### src/rtl/wave_pkg.sv
// Shared definitions for the wave analyzer and generator-side benches:
// FSM encoding, default sample/threshold constants, threshold clamping.
package wave_pkg;

  typedef enum logic [1:0] {
    IDLE    = 2'd0,
    SEEK    = 2'd1,
    MEASURE = 2'd2
  } state_e;

  localparam int DEF_DW   = 8;
  localparam int DEF_CW   = 24;
  localparam int DEF_MID  = 128;
  localparam int DEF_HYST = 8;

  // Clamp a threshold into the representable unsigned sample range.
  function automatic int sat_lim(input int v, input int dw);
    int top;
    top = (1 << dw) - 1;
    if (v < 0)   return 0;
    if (v > top) return top;
    return v;
  endfunction

endpackage

### src/rtl/wave_cross_det.sv
// Registers the incoming sample and detects hysteresis-qualified rising
// crossings of the mid level; s and rx leave here aligned with each other.
module wave_cross_det
  import wave_pkg::*;
#(
  parameter int DW   = DEF_DW,
  parameter int MID  = DEF_MID,
  parameter int HYST = DEF_HYST
) (
  input  logic          clk,
  input  logic          rst,
  input  logic          clr,
  input  logic [DW-1:0] wave,
  output logic [DW-1:0] s,
  output logic          rx
);

  localparam int LO = sat_lim(MID - HYST, DW);
  localparam int HI = sat_lim(MID + HYST, DW);
  localparam logic [DW-1:0] LO_V = LO[DW-1:0];
  localparam logic [DW-1:0] HI_V = HI[DW-1:0];

  logic [DW-1:0] s1_q, s2_q;
  logic          arm_q, arm_d;
  logic          rx_q, rx_d;

  // A rising crossing consumes the arm; a low sample re-arms it.
  always_comb begin
    arm_d = arm_q;
    rx_d  = 1'b0;
    if (clr) begin
      arm_d = 1'b0;
    end else if (arm_q && (s1_q >= HI_V)) begin
      rx_d  = 1'b1;
      arm_d = 1'b0;
    end else if (s1_q < LO_V) begin
      arm_d = 1'b1;
    end
  end

  always_ff @(posedge clk or negedge rst) begin
    if (!rst) begin
      s1_q  <= '0;
      s2_q  <= '0;
      arm_q <= 1'b0;
      rx_q  <= 1'b0;
    end else begin
      s1_q  <= wave;
      s2_q  <= s1_q;
      arm_q <= arm_d;
      rx_q  <= rx_d;
    end
  end

  assign s  = s2_q;
  assign rx = rx_q;

endmodule

### src/rtl/wave_analyzer.sv
// Measures period and min/max/peak-to-peak of an unsigned sample stream,
// publishing one result per full waveform cycle between rising crossings.
module wave_analyzer
  import wave_pkg::*;
#(
  parameter int DW   = DEF_DW,
  parameter int CW   = DEF_CW,
  parameter int MID  = DEF_MID,
  parameter int HYST = DEF_HYST
) (
  input  logic          clk,
  input  logic          rst,
  input  logic          en,
  input  logic [DW-1:0] wave,
  output logic [CW-1:0] period,
  output logic [DW-1:0] vmax,
  output logic [DW-1:0] vmin,
  output logic [DW-1:0] pkpk,
  output logic          valid,
  output logic          overflow,
  output logic          busy
);

  localparam logic [CW-1:0] CNT_MAX = '1;

  state_e        state_q, state_d;
  logic [CW-1:0] cnt_q, cnt_d;
  logic [DW-1:0] cmax_q, cmax_d, cmin_q, cmin_d;
  logic [CW-1:0] period_q, period_d;
  logic [DW-1:0] vmax_q, vmax_d, vmin_q, vmin_d, pkpk_q, pkpk_d;
  logic          valid_q, valid_d;
  logic          ovf_q, ovf_d;
  logic          en_q;

  logic [DW-1:0] s;
  logic          rx;
  logic [DW-1:0] hi_v, lo_v;

  wave_cross_det #(.DW(DW), .MID(MID), .HYST(HYST)) u_cross (
    .clk  (clk),
    .rst  (rst),
    .clr  (state_q == IDLE),
    .wave (wave),
    .s    (s),
    .rx   (rx)
  );

  // Running extremes including the sample in hand.
  assign hi_v = (s > cmax_q) ? s : cmax_q;
  assign lo_v = (s < cmin_q) ? s : cmin_q;

  always_comb begin
    state_d  = state_q;
    cnt_d    = cnt_q;
    cmax_d   = cmax_q;
    cmin_d   = cmin_q;
    period_d = period_q;
    vmax_d   = vmax_q;
    vmin_d   = vmin_q;
    pkpk_d   = pkpk_q;
    valid_d  = 1'b0;
    ovf_d    = ovf_q;
    if (en && !en_q) ovf_d = 1'b0;
    if (!en) begin
      state_d = IDLE;
    end else begin
      case (state_q)
        IDLE: state_d = SEEK;
        SEEK: begin
          if (rx) begin
            state_d = MEASURE;
            cnt_d   = CW'(1);
            cmax_d  = s;
            cmin_d  = s;
          end
        end
        MEASURE: begin
          // A crossing on the saturated count still reports; rx has priority.
          if (rx) begin
            period_d = cnt_q;
            vmax_d   = hi_v;
            vmin_d   = lo_v;
            pkpk_d   = hi_v - lo_v;
            valid_d  = 1'b1;
            cnt_d    = CW'(1);
            cmax_d   = s;
            cmin_d   = s;
          end else if (cnt_q == CNT_MAX) begin
            ovf_d   = 1'b1;
            state_d = SEEK;
          end else begin
            cnt_d  = cnt_q + CW'(1);
            cmax_d = hi_v;
            cmin_d = lo_v;
          end
        end
        default: state_d = IDLE;
      endcase
    end
  end

  always_ff @(posedge clk or negedge rst) begin
    if (!rst) begin
      state_q  <= IDLE;
      cnt_q    <= '0;
      cmax_q   <= '0;
      cmin_q   <= '0;
      period_q <= '0;
      vmax_q   <= '0;
      vmin_q   <= '0;
      pkpk_q   <= '0;
      valid_q  <= 1'b0;
      ovf_q    <= 1'b0;
      en_q     <= 1'b0;
    end else begin
      state_q  <= state_d;
      cnt_q    <= cnt_d;
      cmax_q   <= cmax_d;
      cmin_q   <= cmin_d;
      period_q <= period_d;
      vmax_q   <= vmax_d;
      vmin_q   <= vmin_d;
      pkpk_q   <= pkpk_d;
      valid_q  <= valid_d;
      ovf_q    <= ovf_d;
      en_q     <= en;
    end
  end

  assign period   = period_q;
  assign vmax     = vmax_q;
  assign vmin     = vmin_q;
  assign pkpk     = pkpk_q;
  assign valid    = valid_q;
  assign overflow = ovf_q;
  assign busy     = (state_q != IDLE);

endmodule

### config.mk
export PLATFORM = sky130hd
export DESIGN_NAME = wave_analyzer
export DESIGN_NICKNAME = d
export VERILOG_FILES = /design/src/rtl/wave_pkg.sv /design/src/rtl/wave_cross_det.sv /design/src/rtl/wave_analyzer.sv
export SDC_FILE = /design/constraint.sdc
export NUM_CORES = 1
export LEC_CHECK = 0
export CAP_MARGIN = 20
export CORE_MARGIN = 1
export CORE_UTILIZATION = 35
export DETAILED_ROUTE_END_ITERATION = 10
export PLACE_DENSITY_LB_ADDON = 0.15
export SYNTH_ARGS = -nofsm -noshare
export SYNTH_HDL_FRONTEND = slang
export SYNTH_HIERARCHICAL = 1
export SYNTH_SLANG_ARGS = --single-unit
### constraint.sdc
create_clock -name clk -period 4.9 [get_ports clk]
set_input_delay 0.98 -clock clk [delete_from_list [all_inputs] [get_ports clk]]
set_output_delay 0.98 -clock clk [all_outputs]
set_load 0.1 [all_outputs]
==> metrics <==
Synth Flop Type=dfrtp_1; Async S/R FF share, synth=100.0%; crit path max fanout=9; Adder-Cell Fraction of Synth Area=5.738%; EDFF count, synth=0; largest area contributor in the netlist=dfrtp_1; WL/cell=15.85 µm; minimum clock period after layout=3.755 ns; fraction of layout cells with a size suffix above 1=13.10%; core area=14750 µm²; CTS Sinks=111; Power Total=2.257 mW; yosys warns=6; Num CTS Buffers=9; R2R cell count=17; first-pass GRT wire length=20290 µm; Critical Path AT=4.02 ns; Synth cell types=61; Setup Crit Path Kind=reg -> reg; vias in the first global route=4134; root buffer cell=clkbuf_16; Req. time, crit path=5.17 ns; main area contributors after synthesis=dfrtp_1, mux2_2, ha_1, nand2_1, o21ai_0; maximum vdd drop=0.1867 mV; Routability Congestion=0.8303; num rows=44; leak pwr=2.951 nW; R2R Setup Slk=1.15 ns; total gr overflow=0; Synth Area in Compound Gates=13.51%; initial antenna violation count=0; register area=2778 µm²; filler instances=1435; # resized after CTS=0; worst-case hold path end point=u_cross/s[1]; ANT cells=0; Post-synth top cells=dfrtp_1, nand2_1, o21ai_0; pwr dens=352.1 nW/µm²; CP Launch Point=cmax_q[7]; Synth Area in XOR/XNOR=0.8164%; post-route cell area=6410 µm²; Slew Limit Fails=0; largest family of logic cells by synthesized area=simple AND/OR/NAND/NOR gates; Synth-to-Final Area Change=19.50%; count leader, synth=dfrtp_1; I/O pin cnt=62; Mean Syn Cell Area=10.62 µm²; CP peak stage delay=0.41 ns; RSZ-0062 raised after global routing=no; Synth top area share=51.78%; r2r endpoint=pkpk[7]; Final period util=76.63%; Via density=5.164; hold_buf cts=0; Routed WL=11880 µm; fin nets=599; final setup fails=0; DPL Wire Length=8357 µm; post-synthesis register bit count=111; DR pass1 iterations=4; Worst-Skew Late Latency=0.35 ns; Synth Area in Simple Gates=15.54%; initial core utilization=36.36%; clock-pin transition on the worst setup and hold timing paths=0.07 ns; # port buffers=61; Setup TNS Final=0 ns; Multi-input gate area=2414 µm²; slew margin rel.=34.78%; vias=3868; DRC errors left=0; htree depth=3; Synth Cell Area=5364 µm²; HP Class=reg -> reg; GRT Total Usage=16.41%; hold path start=u_cross/s1_q[1]; Post-CTS Setup Bufs=0; crit path max-delay cell type=dfrtp_1; Slew @ Worst Pin=0.9753 ns; MaxCap Viol Count=0; Post-DRT Antenna Nets=0; DRT iter0 DRCs=171; Die Width=125.8 µm; CTS tree=built; full die area=15820 µm²; final hold vios=0; outcome=complete, no violations; die height=125.8 µm; Syn Inst Count=505; post-synthesis net count=540; WHS Path Cells=0; crit path launch type=register; CTS max path bufs=2; mux contribution to synthesized area=9.307%; Final Skew=0.006526 ns; DP Area=6168 µm²; critical-path cell list=inv_1, ha_1, nand4_1, nor2_1, a21oi_1, nor2_1, buf_4, mux2i_1, inv_1, ha_1, nor2b_1, o21ai_0, a21oi_1, o21ai_0, a21oi_1, a21o_1, a31oi_1; largest net degree at the start of global routing=67; RR Startpoint=cmax_q[7]; maximum clock frequency=266.3 MHz; post-synthesis sequential area ratio=51.78%; Crit. End Element=register; most frequent CP cell=a21oi_1
==> placed cells by master, fill, tap and decap left out, drive strengths merged, types with 2 or more instances in the layout <==
cell / n
nand4: 8
and3: 11
nand2: 66
clkinv: 2
ha: 23
clkdlybuf4s50: 60
nand3: 12
a21o: 4
buf: 5
clkbuf: 10
nor4b: 2
nor3b: 3
a21boi: 3
o22ai: 2
and4: 2
nor2b: 6
a41oi: 2
o22a: 2
a221oi: 2
mux2: 39
nand2b: 2
mux2i: 3
nor2: 37
nor3: 10
or2: 3
o31ai: 2
a31oi: 16
xnor2: 4
a21oi: 24
inv: 24
dfrtp: 111
o21ai: 50
nor4: 2
==> worst max-delay path: cells and delay by family, from the launching register on <==
kind | cells | cell delay (ns)
AO/OA/AOI/OAI | 7 | 1.19
AND/OR/NAND/NOR | 4 | 0.70
adder cells (fa/ha/maj) | 2 | 0.59
buffers and inverters | 3 | 0.41
flip-flops | 1 | 0.41
multiplexers | 1 | 0.34
==> metal layers <==
metal / wire length, µm / vias up / part of all wire, % / GRT usage, %
met5: 0 / - / 0 / 0
met4: 212 / 0 / 1.8 / 5.811
met3: 343 / 14 / 2.9 / 4.163
met2: 6059 / 62 / 51 / 29.02
met1: 5259 / 1902 / 44 / 19.28
li1: - / 1890 / - / -
==> logic make-up (layout without fill, tap and decap cells) <==
kind of cell / Yosys count / in the layout
adder cells (fa/ha/maj): 24 / 24
multiplexers: 42 / 42
XOR/XNOR: 5 / 5
buffers and inverters: 42 / 102
AND/OR/NAND/NOR: 166 / 166
flip-flops: 111 / 111
AO/OA/AOI/OAI: 115 / 115
==> report_power, final <==
| part | leakage [nW] | switching, mW | internal [mW] |
|---|---|---|---|
| Sequential | 1.46 | 0.0453 | 0.965 |
| Clock | 0.116 | 0.317 | 0.333 |
| Combinational | 1.37 | 0.340 | 0.257 |
==> registers in the layout, indices dropped and copies added (netlist names), 8 cells and up <==
name          count
cmax_q            8
cmin_q            8
cnt_q            24
vmax              8
u_cross/s         8
period           24
pkpk              8
u_cross/s1_q      8
vmin              8
==> final cells by class <==
cell class                      count  area share (%)
Sequential cell                   111           43.33
Multi-Input combinational cell    352           37.65
Timing Repair Buffer               65           10.15
Tap cell                          184           3.592
Clock buffer                       10           3.572
Inverter                           25           1.503
Clock inverter                      2          0.1952
==> through the flow <==
stage               hold slack, ns  instances  utilization, %  setup slack, ns
floorplan                   0.3312        505               -            1.473
detailed placement          0.3381        737           41.81            1.204
CTS                         0.3522        749           43.44            1.144
finish                      0.3492        749           43.44            1.145
global placement            0.3406        737           41.81            1.236
global route                0.3621        749           43.44           0.7578
==> how the worst max path moves through the flow <==
stage	cells after the start	end
2_1_floorplan	14	pkpk[6]
3_3_place_gp	16	pkpk[5]
3_5_place_dp	16	pkpk[5]
4_1_cts	16	pkpk[5]
5_1_grt	17	pkpk[5]
6_report	17	pkpk[7]
Note: power is estimated with default switching activity, not from simulation.
